`src/rtl/regfile_wb_ctrl.sv`:
```
// Writeback arbiter for the integer register file write port.
// Merges ALU results with a FIFO-buffered long-latency stream, tracks pending rd.
module regfile_wb_ctrl #(
  parameter int LU_DEPTH   = 2,
  parameter int STARVE_MAX = 4
) (
  input  logic        clk,
  input  logic        rst_n,
  input  logic        alu_valid,
  input  logic [4:0]  alu_rd,
  input  logic [31:0] alu_data,
  output logic        alu_stall,
  input  logic        lu_valid,
  output logic        lu_ready,
  input  logic [4:0]  lu_rd,
  input  logic [31:0] lu_data,
  input  logic        issue_valid,
  input  logic [4:0]  issue_rd,
  output logic        issue_ready,
  input  logic [4:0]  rs1_addr,
  input  logic [4:0]  rs2_addr,
  output logic        rs1_busy,
  output logic        rs2_busy,
  output logic [4:0]  w_addr,
  output logic [31:0] w_data,
  output logic        WEN
);

  localparam int AW = $clog2(LU_DEPTH);
  localparam int SW = $clog2(STARVE_MAX + 1);
  localparam logic [AW:0]   FULL_CNT = (AW+1)'(LU_DEPTH);
  localparam logic [SW-1:0] SMAX     = SW'(STARVE_MAX);

  logic [4:0]    rd_mem_q  [LU_DEPTH];
  logic [31:0]   dat_mem_q [LU_DEPTH];
  logic [AW-1:0] wptr_q;
  logic [AW-1:0] rptr_q;
  logic [AW:0]   cnt_q;
  logic [AW:0]   cnt_d;
  logic [SW-1:0] starve_q;
  logic [SW-1:0] starve_d;
  logic [31:0]   sb_q;
  logic [31:0]   sb_d;
  logic          wen_q;
  logic          src_lu_q;
  logic [4:0]    waddr_q;
  logic [31:0]   wdata_q;

  logic          empty;
  logic          full;
  logic          push;
  logic          lu_grant;
  logic          alu_grant;
  logic [4:0]    head_rd;
  logic [31:0]   head_data;

  assign empty     = (cnt_q == '0);
  assign full      = (cnt_q == FULL_CNT);
  assign lu_ready  = !full;
  assign push      = lu_valid & !full;
  assign lu_grant  = !empty & (!alu_valid | (starve_q == SMAX));
  assign alu_stall = alu_valid & lu_grant;
  assign alu_grant = alu_valid & !alu_stall;
  assign head_rd   = rd_mem_q[rptr_q];
  assign head_data = dat_mem_q[rptr_q];

  assign issue_ready = !sb_q[issue_rd];
  assign rs1_busy    = sb_q[rs1_addr];
  assign rs2_busy    = sb_q[rs2_addr];

  assign w_addr = waddr_q;
  assign w_data = wdata_q;
  assign WEN    = wen_q;

  always_comb begin
    cnt_d = cnt_q;
    unique case ({push, lu_grant})
      2'b10:   cnt_d = cnt_q + 1'b1;
      2'b01:   cnt_d = cnt_q - 1'b1;
      default: cnt_d = cnt_q;
    endcase
  end

  always_comb begin
    starve_d = starve_q;
    if (empty || lu_grant)
      starve_d = '0;
    else if (alu_grant && starve_q != SMAX)
      starve_d = starve_q + 1'b1;
  end

  // Busy holds until the LU write has actually landed in the regfile.
  always_comb begin
    sb_d = sb_q;
    if (wen_q && src_lu_q)
      sb_d[waddr_q] = 1'b0;
    if (issue_valid && issue_ready && issue_rd != 5'd0)
      sb_d[issue_rd] = 1'b1;
    sb_d[0] = 1'b0;
  end

  always_ff @(posedge clk or negedge rst_n) begin
    if (!rst_n) begin
      wptr_q   <= '0;
      rptr_q   <= '0;
      cnt_q    <= '0;
      starve_q <= '0;
      sb_q     <= '0;
      wen_q    <= 1'b0;
      src_lu_q <= 1'b0;
      waddr_q  <= '0;
      wdata_q  <= '0;
      for (int i = 0; i < LU_DEPTH; i++) begin
        rd_mem_q[i]  <= '0;
        dat_mem_q[i] <= '0;
      end
    end else begin
      cnt_q    <= cnt_d;
      starve_q <= starve_d;
      sb_q     <= sb_d;
      if (push) begin
        rd_mem_q[wptr_q]  <= lu_rd;
        dat_mem_q[wptr_q] <= lu_data;
        wptr_q            <= wptr_q + 1'b1;
      end
      if (lu_grant)
        rptr_q <= rptr_q + 1'b1;
      unique case (1'b1)
        lu_grant: begin
          waddr_q  <= head_rd;
          wdata_q  <= head_data;
          wen_q    <= (head_rd != 5'd0);
          src_lu_q <= 1'b1;
        end
        alu_grant: begin
          waddr_q  <= alu_rd;
          wdata_q  <= alu_data;
          wen_q    <= (alu_rd != 5'd0);
          src_lu_q <= 1'b0;
        end
        default: begin
          wen_q    <= 1'b0;
          src_lu_q <= 1'b0;
        end
      endcase
    end
  end

  // Issue logic must never let the ALU target a pending long-latency rd.
  a_alu_raw: assert property (@(posedge clk) disable iff (!rst_n)
    !(alu_grant && alu_rd != 5'd0 && sb_q[alu_rd]));

endmodule

```
`config.mk`:
```
export PLATFORM = sky130hd
export DESIGN_NAME = regfile_wb_ctrl
export DESIGN_NICKNAME = d
export VERILOG_FILES = /design/src/rtl/regfile_wb_ctrl.sv
export SDC_FILE = /design/constraint.sdc
export NUM_CORES = 1
export LEC_CHECK = 0
export CORE_ASPECT_RATIO = 0.9
export CORE_MARGIN = 2
export CORE_UTILIZATION = 50
export CTS_CLUSTER_SIZE = 10
export DETAILED_ROUTE_END_ITERATION = 12
export PLACE_DENSITY = 0.84
export SETUP_SLACK_MARGIN = 0.05
export SYNTH_ARGS = -nofsm -noshare
export SYNTH_HDL_FRONTEND = slang
export SYNTH_SLANG_ARGS = --single-unit
```
`constraint.sdc`:
```
create_clock -name clk -period 5.2 [get_ports clk]
set_input_delay 0.52 -clock clk [delete_from_list [all_inputs] [get_ports clk]]
set_output_delay 0.52 -clock clk [all_outputs]
set_load 0.01 [all_outputs]
```
==> summary.txt <==
Timing
  • Hold Fails Final Rpt: 0
  • Max-slew violation count: 0
  • Final worst slack: 1.240 ns
  • Setup TNS: 0 ns
  • Final setup fails: 0
  • Worst slew pin tran: about 1.2 ns
  • Fin crit share: 0.7616
  • RSZ-0062 raised after global routing: false
  • Clk_skew: 0.01040 ns
  • Relative slew slack: 0.2240
  • Final worst path period need: 3.960 ns
  • Max Freq: 0.2525 GHz

Job
  • Max Cap Viol: 0

GRT
  • Total gr overflow: 0
  • M3 GR Usage: 0.07562
  • GRT Util Overall: 0.2577
  • Initial antenna violation count: 1
  • GR peak layer: met2
  • GRT met2 Usage: 0.4210
  • Vias in the first global route: approximately 6100
  • Met1 usage: 0.3287
  • Largest net degree at the start of global routing: slightly above 100
  • First-pass GRT wire length: 31.81 mm

Detailed routing
  • Wire per inst: 19.75 microns
  • Routed Antenna Nets: 0
  • DRC violations left: 0
  • First-pass detailed-route iteration total: 5
  • Vias: 5844
  • Vias/cell: 5.844
  • Initial DRC count: 419
  • DRT Wirelength: 19.75 mm

Clock network
  • Clock Tree Root: clkbuf_16
  • Hold Buf Count CTS: 0
  • CTS buffer count: 17
  • CTS tree: built
  • H-Tree Level Count: 4
  • Clock Path Buffers: 2
  • Resize count post-CTS: 0
  • Clk_lat worst skew: 0.42 ns
  • Setup Buffers After CTS: 0
  • Clk pin slew, worst setup/hold paths: 0.06 ns
  • CTS sink cnt: 151

Pwr
  • Logic gate share of total power: 0.363
  • Clk pwr share: 0.208
  • Power density cells: ~570 mW/mm^2
  • Power, Total: around 5400 uW
  • Switching Power: 1887 uW
  • Worst VDD drop: 0.0003591 V
  • Static Leak: 0.003780 uW
  • Net Sw Frac: 0.3498
  • Reg power frac: 0.429
  • Internal power: 3507 uW

Synthesis
  • Mapped Nets: roughly 770
  • Post-synth EDFFs: 0
  • Syn avg cell area: ~11 sq um
  • Dominant synthesized flop cell: dfrtp_1
  • Synth unique cells: 47
  • Synth warnings: 0
  • Syn Inst Count: 670
  • Ys async rst share: 1.000
  • Mapped Area: 0.007430 sq mm
  • Seq/Total Area, Yosys: 0.5086
  • Yosys reg bits: ~150

Setup path
  • Critical Path AT: 3.44 ns
  • Required time worst endpoint: 4.68 ns
  • Crit path kind: primary input to output port
  • CP max FO: 18
  • Critical Path Source Type: primary input
  • Critical path endpoint category: output port

Place
  • DP HPWL: 13.88 mm
  • Port Buf Inserts: ~140
  • Pre-CTS WS: 1.247 ns
  • GP Congestion: 0.9298
  • DP Cell Count: 967

Floorplanning
  • Die H: 119.6 microns
  • Initial Utilization: 0.5086
  • DIE AREA: 0.01585 sq mm
  • # IOs: about 140
  • Core area: 0.01461 sq mm
  • Die width: 132.5 microns
  • # rows: 42

Final layout
  • Non-filler cells, final: 1000
  • Fillers: ~1100
  • Final Util: 0.6453
  • Layout cells sized above 1: 0.1723
  • Layout Nets: around 890
  • P&R area growth vs syn: 26.89%

Hold path
  • Hold WC Path Type: primary input to async pin

Run status
  • Status: completed
[flip-flops by register name (all words and copies together), names as in the netlist]
register	count
WEN	1
cnt_q	2
dat_mem_q	64
rd_mem_q	10
rptr_q	1
sb_q	31
src_lu_q	1
starve_q	3
w_addr	5
w_data	32
wptr_q	1
[power by group through the flow]
stage,Clock (uW),Sequential [uW],Combinational (uW)
6_report,1120,2320,1960
5_1_grt,1180,2390,2130
4_1_cts,1140,2300,1970
3_5_place_dp,0,2310,1950
3_3_place_gp,0,2270,1860
2_1_floorplan,0,2110,1290
[cells by family (layout without fill, tap and decap cells)]
family                   count (synthesis)  in the layout  synth area share
AO/OA/AOI/OAI                          162            162            0.1191
flip-flops                             151            151            0.5086
multiplexers                           150            150            0.2369
adder cells (fa/ha/maj)                  3              3          0.005053
XOR/XNOR                                 5              5          0.005895
buffers and inverters                   46            177           0.02947
other                                    0              1                 0
AND/OR/NAND/NOR                        153            153           0.09498
[Yosys cell counts (2+ instances only)]
cell / instances / area share
dfrtp_1: 151 / 0.51
o21ai_0: 128 / 0.086
nand2_1: 89 / 0.045
mux2_2: 77 / 0.12
mux2i_1: 60 / 0.081
clkbuf_1: 26 / 0.013
nor2_1: 17 / 0.0086
mux4_2: 13 / 0.039
nand3_1: 11 / 0.0074
buf_2: 10 / 0.0067
a21oi_1: 7 / 0.0047
o31ai_1: 6 / 0.0061
inv_1: 5 / 0.0025
nand2b_1: 5 / 0.0042
nand3b_1: 5 / 0.0051
buf_6: 4 / 0.0061
nor2b_1: 4 / 0.0034
o21ai_2: 4 / 0.0047
o22ai_1: 4 / 0.0034
ha_1: 3 / 0.0051
nor3_1: 3 / 0.0020
o21ai_1: 3 / 0.0020
or3_1: 3 / 0.0025
xnor2_1: 3 / 0.0035
a211oi_1: 2 / 0.0020
a311oi_1: 2 / 0.0024
nand4_1: 2 / 0.0017
o41ai_1: 2 / 0.0024
or3b_2: 2 / 0.0024
xor2_1: 2 / 0.0024
[worst max-delay path: stages]
cell and delay [ns]:
clkdlybuf4s50_1 1.08, mux4_2 0.60, a32o_2 0.30, nor4_1 0.32
clkdlybuf4s50_1 0.60
[stage by stage]
step,hold slack [ns],area [sq um]
global route,0.2645,9425
finish,0.1838,9428
floorplan,0.2244,7430
CTS,0.2342,9425
global placement,0.4496,8889
detailed placement,0.4736,8889
[per-layer routing]
metal,up-vias,share of wire
met4,0,0.027
met2,226,0.48
li1,2658,-
met3,40,0.070
met5,-,0
met1,2920,0.42
[cell usage in the layout, fill, tap and decap left out, types with 4 or more instances in the layout]
cell type	netlist	layout
dfrtp_1	151	150
clkdlybuf4s50_1	0	135
o21ai_0	128	128
nand2_1	89	89
mux2_2	77	77
mux2i_1	60	60
nor2_1	17	17
clkbuf_16	0	17
mux4_2	13	13
nand3_1	11	11
a21oi_1	7	7
o31ai_1	6	6
inv_1	5	5
nand2b_1	5	5
nand3b_1	5	5
o22ai_1	4	4
nor2b_1	4	4
clkinvlp_4	0	4
clkinv_2	0	4
buf_4	1	4
[final cells by class]
| type | instances | area, sq um | share of cell area |
|---|---|---|---|
| multi-input cells | 473 | 3450 | 0.3659 |
| repair buffers | 140 | 1393 | 0.1477 |
| clock buffers | 21 | 460.4 | 0.04884 |
| flip-flops and latches | 151 | 3780 | 0.4009 |
| inverters | 5 | 18.77 | 0.001991 |
| diodes | 1 | 2.502 | 0.0002654 |
| well taps | 198 | 247.7 | 0.02628 |
| clock inverters | 11 | 76.32 | 0.008096 |
[final timing paths]
kind / depth (start not counted) / slack (ns) / to / start
min reg2reg: 2 / 0.48 / w_data[19] / w_data[19]
min in group clk: 2 / 0.48 / w_data[19] / w_data[19]
max reg2reg: 8 / 2.80 / w_data[9] / starve_q[0]
max in group asynchronous: 2 / 3.77 / dat_mem_q[33] / rst_n
min: 1 / 0.18 / dat_mem_q[29] / rst_n
max: 5 / 1.24 / issue_ready / issue_rd[1]
Power figures use the tool's default switching activity.
